==> src/rtl/mips_ifetch_pkg.sv <==
`default_nettype none
// +------------------------------------------------------------------+
// | Module : mips_ifetch_pkg                                         |
// | Brief  : Shared types and constants for the MIPS fetch stage.    |
// | Rev    : 1.0  initial release                                    |
// +------------------------------------------------------------------+
package mips_ifetch_pkg;

  localparam int INSTR_W = 32;
  localparam int PC_W    = 32;

  localparam logic [PC_W-1:0] DEFAULT_RESET_PC = 32'h0000_3000;

  // IDLE: no request on the bus; REQ: live request; DROP: request
  // outstanding whose data must be thrown away when it returns.
  typedef enum logic [1:0] {
    IDLE = 2'd0,
    REQ  = 2'd1,
    DROP = 2'd2
  } state_t;

  // Word-align a program counter.
  function automatic logic [PC_W-1:0] word_align(input logic [PC_W-1:0] pc);
    return {pc[PC_W-1:2], 2'b00};
  endfunction

endpackage
`default_nettype wire

==> src/rtl/mips_ifetch_fifo.sv <==
`default_nettype none
// +------------------------------------------------------------------+
// | Module : ifetch_fifo                                             |
// | Brief  : Synchronous prefetch FIFO with flush and occupancy.     |
// |          Head is shown combinationally; zero when empty.         |
// | Rev    : 1.0  initial release                                    |
// +------------------------------------------------------------------+
module ifetch_fifo #(
  parameter int WIDTH = 64,
  parameter int DEPTH = 4
) (
  input  logic                     clk,
  input  logic                     rst,
  input  logic                     flush_i,
  input  logic                     push_i,
  input  logic [WIDTH-1:0]         data_i,
  input  logic                     pop_i,
  output logic [WIDTH-1:0]         data_o,
  output logic                     valid_o,
  output logic [$clog2(DEPTH):0]   count_o
);

  localparam int AW = $clog2(DEPTH);
  localparam logic [AW:0] FULL_C = (AW+1)'(DEPTH);

  logic [WIDTH-1:0] mem_q [DEPTH];
  logic [AW-1:0]    wr_ptr_q;
  logic [AW-1:0]    rd_ptr_q;
  logic [AW:0]      count_q;
  logic             do_push;
  logic             do_pop;

  // A push into a full FIFO is only accepted when a pop frees the slot.
  assign do_pop  = pop_i && (count_q != '0);
  assign do_push = push_i && ((count_q != FULL_C) || do_pop);

  // Pointer and occupancy bookkeeping; flush empties the queue in one edge.
  always_ff @(posedge clk or posedge rst) begin
    if (rst) begin
      wr_ptr_q <= '0;
      rd_ptr_q <= '0;
      count_q  <= '0;
    end else if (flush_i) begin
      wr_ptr_q <= '0;
      rd_ptr_q <= '0;
      count_q  <= '0;
    end else begin
      if (do_push) wr_ptr_q <= wr_ptr_q + 1'b1;
      if (do_pop)  rd_ptr_q <= rd_ptr_q + 1'b1;
      case ({do_push, do_pop})
        2'b10:   count_q <= count_q + 1'b1;
        2'b01:   count_q <= count_q - 1'b1;
        default: count_q <= count_q;
      endcase
    end
  end

  // Storage write; contents need no reset because the output is gated by valid.
  always_ff @(posedge clk) begin
    if (do_push && !flush_i) mem_q[wr_ptr_q] <= data_i;
  end

  assign valid_o = (count_q != '0);
  assign data_o  = valid_o ? mem_q[rd_ptr_q] : '0;
  assign count_o = count_q;

endmodule
`default_nettype wire

==> src/rtl/mips_ifetch.sv <==
`default_nettype none
// +------------------------------------------------------------------+
// | Module : mips_ifetch                                             |
// | Brief  : MIPS instruction fetch: PC, single-outstanding imem     |
// |          requests, prefetch FIFO, redirect with stale-fetch drop.|
// |          Define IFETCH_PERF_CNT_EN to add perf_fetched and       |
// |          perf_stall saturating counters.                         |
// | Rev    : 1.0  initial release                                    |
// +------------------------------------------------------------------+
module mips_ifetch
  import mips_ifetch_pkg::*;
#(
  parameter logic [31:0] RESET_PC   = DEFAULT_RESET_PC,
  parameter int          FIFO_DEPTH = 4
) (
  input  logic               clk,
  input  logic               rst,
  output logic               imem_req,
  output logic [PC_W-1:0]    imem_addr,
  input  logic               imem_ack,
  input  logic [INSTR_W-1:0] imem_rdata,
  input  logic               redirect_valid,
  input  logic [PC_W-1:0]    redirect_pc,
  output logic               id_valid,
  input  logic               id_ready,
  output logic [INSTR_W-1:0] id_instr,
  output logic [PC_W-1:0]    id_pc
`ifdef IFETCH_PERF_CNT_EN
  ,
  output logic [31:0]        perf_fetched,
  output logic [31:0]        perf_stall
`endif
);

  localparam int CW = $clog2(FIFO_DEPTH) + 1;
  localparam logic [CW-1:0] DEPTH_C = CW'(FIFO_DEPTH);
  localparam logic [CW-1:0] LAST_C  = CW'(FIFO_DEPTH - 1);

  state_t                   state_q, state_d;
  logic [PC_W-1:0]          pc_q, pc_d;
  logic [PC_W-1:0]          addr_q, addr_d;
  logic                     push;
  logic                     pop;
  logic [CW-1:0]            fifo_count;
  logic [CW-1:0]            cnt_pop;
  logic [PC_W-1:0]          redir_pc;
  logic [PC_W+INSTR_W-1:0]  fifo_head;
  logic                     unused_redir_lsb;

  assign redir_pc         = word_align(redirect_pc);
  assign unused_redir_lsb = ^redirect_pc[1:0];

  // Redirect squashes any pop on the same edge.
  assign pop     = id_valid && id_ready && !redirect_valid;
  assign cnt_pop = fifo_count - CW'(pop);

  // State, fetch PC and bus address registers.
  always_ff @(posedge clk or posedge rst) begin
    if (rst) begin
      state_q <= IDLE;
      pc_q    <= RESET_PC;
      addr_q  <= RESET_PC;
    end else begin
      state_q <= state_d;
      pc_q    <= pc_d;
      addr_q  <= addr_d;
    end
  end

  // Next-state: issue requests only when a FIFO slot is guaranteed on ack.
  always_comb begin
    state_d = state_q;
    pc_d    = pc_q;
    addr_d  = addr_q;
    push    = 1'b0;
    case (state_q)
      IDLE: begin
        if (redirect_valid) begin
          pc_d    = redir_pc;
          addr_d  = redir_pc;
          state_d = REQ;
        end else if (fifo_count < DEPTH_C) begin
          addr_d  = pc_q;
          state_d = REQ;
        end
      end
      REQ: begin
        if (imem_ack) begin
          if (redirect_valid) begin
            // Returned word is stale; restart at the redirect target.
            pc_d   = redir_pc;
            addr_d = redir_pc;
          end else begin
            push = 1'b1;
            pc_d = addr_q + 32'd4;
            if (cnt_pop < LAST_C) addr_d  = addr_q + 32'd4;
            else                  state_d = IDLE;
          end
        end else if (redirect_valid) begin
          // Bus rule: request and address stay put until the ack arrives.
          pc_d    = redir_pc;
          state_d = DROP;
        end
      end
      DROP: begin
        if (imem_ack) begin
          if (redirect_valid) begin
            pc_d    = redir_pc;
            addr_d  = redir_pc;
            state_d = REQ;
          end else if (fifo_count < DEPTH_C) begin
            addr_d  = pc_q;
            state_d = REQ;
          end else begin
            state_d = IDLE;
          end
        end else if (redirect_valid) begin
          pc_d = redir_pc;
        end
      end
      default: state_d = IDLE;
    endcase
  end

  assign imem_req  = (state_q != IDLE);
  assign imem_addr = addr_q;

  ifetch_fifo #(
    .WIDTH (PC_W + INSTR_W),
    .DEPTH (FIFO_DEPTH)
  ) u_fifo (
    .clk     (clk),
    .rst     (rst),
    .flush_i (redirect_valid),
    .push_i  (push),
    .data_i  ({addr_q, imem_rdata}),
    .pop_i   (pop),
    .data_o  (fifo_head),
    .valid_o (id_valid),
    .count_o (fifo_count)
  );

  assign id_pc    = fifo_head[PC_W+INSTR_W-1:INSTR_W];
  assign id_instr = fifo_head[INSTR_W-1:0];

`ifdef IFETCH_PERF_CNT_EN
  logic [31:0] fetched_q;
  logic [31:0] stall_q;

  // Saturating counters; redirect does not clear them.
  always_ff @(posedge clk or posedge rst) begin
    if (rst) begin
      fetched_q <= '0;
      stall_q   <= '0;
    end else begin
      if (push && (fetched_q != '1))    fetched_q <= fetched_q + 32'd1;
      if (!id_valid && (stall_q != '1)) stall_q   <= stall_q + 32'd1;
    end
  end

  assign perf_fetched = fetched_q;
  assign perf_stall   = stall_q;
`endif

endmodule
`default_nettype wire

==> config.mk <==
export PLATFORM = sky130hd
export DESIGN_NAME = mips_ifetch
export DESIGN_NICKNAME = d
export VERILOG_FILES = /design/src/rtl/mips_ifetch_pkg.sv /design/src/rtl/mips_ifetch_fifo.sv /design/src/rtl/mips_ifetch.sv
export SDC_FILE = /design/constraint.sdc
export NUM_CORES = 1
export LEC_CHECK = 0
export CORE_MARGIN = 5
export CORE_UTILIZATION = 45
export CTS_CLUSTER_SIZE = 25
export DETAILED_ROUTE_END_ITERATION = 10
export GPL_TIMING_DRIVEN = 0
export PLACE_DENSITY_LB_ADDON = 0.3
export SLEW_MARGIN = 20
export SYNTH_ARGS = -nofsm -noshare
export SYNTH_HDL_FRONTEND = slang
export SYNTH_SLANG_ARGS = --single-unit
==> constraint.sdc <==
create_clock -name clk -period 3.9 [get_ports clk]
set_input_delay 0.39 -clock clk [delete_from_list [all_inputs] [get_ports clk]]
set_output_delay 0.39 -clock clk [all_outputs]
set_load 0.1 [all_outputs]
# Word-level counts from Yosys, hierarchy flattened
# Memories as Yosys holds them, arrays and structs flattened.
# Index checks and enable logic that the tools add are counted.
[classes]
add_sub_neg = 6
n_mul = 0
n_div = 0
order_cmp = 2
eq_ne = 12
shift = 0
n_mux = 33
bitwise_logic = 0
n_reduce_logical = 18
[op_table]
columns = ["op", "count"]
rows = [
  ["$mux W32", 9],
  ["$pmux W32 S3", 1],
  ["$mux W64", 1],
  ["$pmux W32 S2", 1],
  ["$add A32 B3 Y32 const B", 1],
  ["$mux W2", 11],
  ["$ne A3 B3 Y1 const B", 6],
  ["$reduce_bool A3 Y1", 3],
  ["$reduce_bool A2 Y1", 4],
  ["$mux W1", 7],
  ["$pmux W2 S3", 1],
  ["$pmux W3 S2", 1],
  ["$logic_and A1 B1 Y1", 5],
  ["$reduce_and A5 Y1", 1],
  ["$add A2 B1 Y2 const B", 2],
  ["$eq A2 B1 Y1 const B", 2],
  ["$eq A2 B2 Y1 const B", 2],
  ["$ne A2 B2 Y1 const B", 2],
  ["$reduce_and A4 Y1", 1],
  ["$add A3 B1 Y3 const B", 1],
  ["$lt A3 B2 Y1 const B", 1],
  ["$lt A3 B3 Y1 const B", 1],
  ["$mux W3", 1],
  ["$sub A3 B1 Y3", 1],
  ["5 further kinds", 5],
]
[word_totals]
reg_bits = 73
latch_bits = 0
ramBits = 256
mem_bits_ro = 0
wordCells = 78
n_memories = 1
[mem_list]
columns = ["name", "depth", "word_bits", "rd", "rd_clocked_by_memory_dff", "write_ports", "line", "rtl"]
rows = [
  ["u_fifo.mem_q", 4, 64, 1, 0, 1, "mips_ifetch_fifo.sv:26", "logic [WIDTH-1:0] mem_q [DEPTH];"],
]

# Depth between registers and ports, before layout
[logic_depth]
ltp_word = 9
depth_mapped = 14
ltp_nobuf = 10

# By module
# Synthesis repeated with hierarchy kept, for this count alone.
[hier_totals]
cells_unflattened = 954
hier_area_um2 = 14360.0
[by_module_without_submodules]
columns = ["module", "n_inst", "cells_per_inst", "area_per_inst_um2"]
rows = [
  ["ifetch_fifo", 1, 467, 10208.5],
  ["mips_ifetch", 1, 487, 4151.5],
]

# Worst setup path before layout
# OpenSTA, ideal clock, no wires.
[synth_timing]
kind = "register to register"
start = "reg state_q[1]"
end = "mem u_fifo.mem_q[1][0], enable pin"
arrival_time_ns = 2.876
slack_ns = 0.595
path_stages_with_launch = 8
path_buffers = 2
path_cell_list = "dfrtp_1 buf_2 nand2b_1 buf_2 nor2_1 nand2_1 a31oi_2 and2_1"
[synth_via]
elab_chain_len = 6
[synth_lines]
columns = ["element", "line", "rtl"]
rows = [
  ["start, declared", "mips_ifetch.sv:39", "state_t state_q, state_d;"],
  ["start signal, assigned", "mips_ifetch.sv:64", "state_q <= state_d;"],
  ["$eq A2 B1 Y1", "mips_ifetch.sv:76", "case (state_q)"],
  ["$mux W1", "mips_ifetch.sv:76", ""],
  ["$logic_and A1 B1 Y1", "mips_ifetch_fifo.sv:35", "assign do_push = push_i && ((count_q != FULL_C) || do_pop);"],
  ["$logic_and A1 B1 Y1", "mips_ifetch_fifo.sv:60", "if (do_push && !flush_i) mem_q[wr_ptr_q] <= data_i;"],
  ["$mux W1", "mips_ifetch_fifo.sv:60", ""],
  ["$mux W1 (not written as such)", "mips_ifetch_fifo.sv:60", ""],
  ["end, declared", "mips_ifetch_fifo.sv:26", ""],
]
# No other way between the ends.

# Worst setup path in the final report
[layout_timing]
start = "reg u_fifo.rd_ptr_q[1]"
end = "out id_instr[23]"
[layout_via]
elab_chain_len = 2
[layout_lines]
columns = ["element", "line", "rtl"]
rows = [
  ["start, declared", "mips_ifetch_fifo.sv:28", "logic [AW-1:0] rd_ptr_q;"],
  ["start signal, assigned", "mips_ifetch_fifo.sv:49", "if (do_pop) rd_ptr_q <= rd_ptr_q + 1'b1;"],
  ["$mem_v2 Z4 W64", "-", ""],
  ["$mux W64", "mips_ifetch_fifo.sv:64", "assign data_o = valid_o ? mem_q[rd_ptr_q] : '0;"],
  ["end, declared", "mips_ifetch.sv:26", "output logic [INSTR_W-1:0] id_instr,"],
]
# No other way between the ends.

==> impl_metrics.env <==
export IMPL_syn2layout_area_growth_pct=24.1
export IMPL_n_antenna_cell=0
export IMPL_p_total_uw=12300
export IMPL_root_buffer="clkbuf_16"
export IMPL_htreeDepth=2
export IMPL_drive_above_1_share=0.172
export IMPL_die_y_microns=189
export IMPL_clock_skew_ns=0.0247
export IMPL_numPortBuffers=163
export IMPL_grt_usage=0.197
export IMPL_finalCritPeriodShare=0.922
export IMPL_start_util=0.456
export IMPL_routed_wl_microns=35400
export IMPL_finalHoldViolations=0
export IMPL_clock_sinks=329
export IMPL_cts_tree="built"
export IMPL_grt_pass1_wl_microns=54500
export IMPL_cts_resized=92
export IMPL_path_class="reg -> out"
export IMPL_busiest_layer="met2"
export IMPL_grtUsageMet2=0.319
export IMPL_rsz0062_at_grt="no"
export IMPL_grt_max_degree=41
export IMPL_r2r_setup_slack_ns=0.36
export IMPL_synth_fa_ha_area_frac=0.00748
export IMPL_fp_coreArea_sq_um=31600
export IMPL_final_antenna_net_count=0
export IMPL_finalNonFillerCells=1599
export IMPL_async_flop_share=0.222
export IMPL_rr_worst_depth=12
export IMPL_vias_per_cell=5.72
export IMPL_dieArea_sq_um=35700
export IMPL_fin_hold_ws_ns=0.170
export IMPL_slew_violations=0
export IMPL_grt_pass1_vias=9421
export IMPL_clock_path_buffers=3
export IMPL_avgSynthCellArea_sq_um=14.9
export IMPL_final_core_util=0.566
export IMPL_ir_worst_vdd_v=0.000742
export IMPL_synth_warnings=0
export IMPL_fmax_mhz=278
export IMPL_syn_instance_count=964
export IMPL_io_pins=167
export IMPL_wl_per_cell_microns=22.1
export IMPL_endpoint_kind="output port"
export IMPL_final_nets=1246
export IMPL_antenna_found_initial=0
export IMPL_hold_path_startpoint="imem_ack"
export IMPL_synthesis_nets=1041
export IMPL_crit_path_start_kind="flip-flop"
export IMPL_clk_latency_ns=0.52
export IMPL_die_x_microns=189
export IMPL_layout_commonest_cell="edfxtp_1"
export IMPL_row_count=65
export IMPL_synth_top_family_by_area="multiplexers"
export IMPL_ys_flop_type="edfxtp_1"
export IMPL_cts_clk_slew_worst_paths_ns=0.06
export IMPL_drc_errors=0
export IMPL_report_final_setup_viol=0
export IMPL_dr_first_iter_drc_count=859
export IMPL_synthSimpleGateAreaFrac=0.0998
export IMPL_postCtsSetupBuffers=0
export IMPL_ys_seq_area_frac=0.661
export IMPL_globalRouteMet1Util=0.276
export IMPL_nFillCells=2521
export IMPL_r2r_start="u_fifo.count_o[0]$_DFFE_PP0P_"
export IMPL_fin_tns_setup_ns=0
export IMPL_hold_buffers=0
export IMPL_slew_headroom=0.299
export IMPL_crit_path_max_fanout=10
export IMPL_hold_depth=2
export IMPL_netlist_area_sq_um=14400
export IMPL_worst_pin_slew_ns=1.05
export IMPL_place_congestion=0.915
export IMPL_synth_compound_area_frac=0.0862
export IMPL_firstDrtPassIters=6
export IMPL_ys_ff_latch=329
export IMPL_synth_edf_count=256
export IMPL_synthMuxAreaShare=0.106
export IMPL_synth_lib_cells_used_distinct=72
export IMPL_leakagePower_uw=0.00636
export IMPL_maxCapViolations=0
export IMPL_power_density_nw_per_um2=688
export IMPL_overflow=0
export IMPL_final_cell_mix="256 x edfxtp_1, 104 x clkdlybuf4s50_1, 70 x and2_1, 69 x dfrtp_1, 64 x mux4_2"
export IMPL_synth_xor_area_frac=0.0164
export IMPL_cp_data_required_time_ns=3.51
export IMPL_via_count=9145
export IMPL_holdPathEnd="state_q[1]$_DFFE_PP0P_"
export IMPL_outcome="complete, no violations"
export IMPL_min_period_ns=3.59
export IMPL_rr_endpoint="imem_addr[7]$_DFFE_PP0P_"
export IMPL_use_met3=0.0363
export IMPL_dpl_hpwl_microns=23500
export IMPL_crit_arrival_ns=3.20
export IMPL_dp_cells=1534
export IMPL_cts_inserted_buffers=37
export IMPL_worstHoldPathType="in -> reg"
-- synthesized netlist by cell type, types with 5 or more instances --
master,number,share of area
xor2_1,13,0.0079
clkbuf_1,28,0.0073
nand2_1,63,0.016
o21ai_1,5,0.0017
nor3_1,8,0.0028
inv_1,18,0.0047
nor2_1,50,0.013
a22o_1,6,0.0037
a21oi_1,52,0.018
buf_2,21,0.0073
and3_1,5,0.0022
a22oi_1,11,0.0057
o22ai_1,20,0.0087
xnor2_1,14,0.0085
buf_1,8,0.0021
nand3_1,11,0.0038
o211ai_1,5,0.0026
edfxtp_1,256,0.53
a31oi_1,8,0.0035
dfrtp_1,69,0.12
ha_1,7,0.0061
and2_1,74,0.032
mux4_2,64,0.10
nand4_1,6,0.0026
o21ai_0,48,0.017
-- registers in the layout, summed over array words and instances (netlist names) --
signal / flops
state_q: 2
u_fifo.wr_ptr_q: 2
u_fifo.rd_ptr_q: 2
pc_q: 32
u_fifo.count_o: 3
u_fifo.mem_q: 256
imem_addr: 32
-- metal layers --
metal | routed length [microns] | vias up
met5 | 0 | -
met1 | 15100 | 4539
li1 | - | 4137
met3 | 2560 | 67
met2 | 16800 | 402
met4 | 934 | 0
-- critical path: stages (launching register included) --
cell and delay (ns):
dfrtp_1 0.33, clkbuf_1 0.49, buf_1 0.56, mux4_2 0.34
and2_1 0.12, dlygate4sd2_1 0.85
-- per-stage QoR --
stage | setup WS (ns) | area, sq um
after global placement | -1.09 | 16500
final | 0.306 | 17900
after detailed placement | -0.281 | 16600
after global routing | 0.0837 | 17900
after CTS | 0.00225 | 17900
after floorplan | 0.595 | 14400
-- worst max-delay path by stage --
stage                                         startpoint                       endpoint  slack, ns  depth (start not counted)
after floorplan                   state_q[1]$_DFFE_PP0P_   u_fifo.mem_q[1][0]$_DFFE_PP_       0.59                          7
after global placement                    redirect_valid  u_fifo.mem_q[1][27]$_DFFE_PP_      -1.09                          6
after detailed placement                  redirect_valid       imem_addr[7]$_DFFE_PP0P_      -0.28                         14
after CTS                  u_fifo.count_o[2]$_DFFE_PP0P_                       id_pc[8]      0.002                          6
after global routing      u_fifo.rd_ptr_q[1]$_DFFE_PP0P_                   id_instr[19]       0.08                          5
final                     u_fifo.rd_ptr_q[1]$_DFFE_PP0P_                   id_instr[23]       0.31                          5
-- cell type report --
cell class	count	area, sq um	share of cell area
flip-flops and latches	329	9520	0.533
multi-input cells	558	4560	0.255
repair buffers	168	1720	0.0962
clock buffers	46	1000	0.0561
well taps	402	503	0.0282
plain buffers	57	249	0.0139
clock inverters	21	235	0.0132
inverters	18	70.1	0.00392
-- logic make-up (layout without fill, tap and decap cells) --
group           Yosys count  after routing
flops                   329            329
simple gates            254            254
compound gates          197            197
buf+inv                  77            310
mux                      72             72
xor+xnor                 27             27
fa+ha+maj                 8              8
-- power by group --
| part | switching [uW] | internal [uW] | leakage, uW |
|---|---|---|---|
| clock | 1360 | 2160 | 0.000610 |
| sequential | 553 | 4310 | 0.00319 |
| combinational | 2870 | 1030 | 0.00256 |
| total | 4790 | 7510 | 0.00636 |
Power figures use the tool's default switching activity.
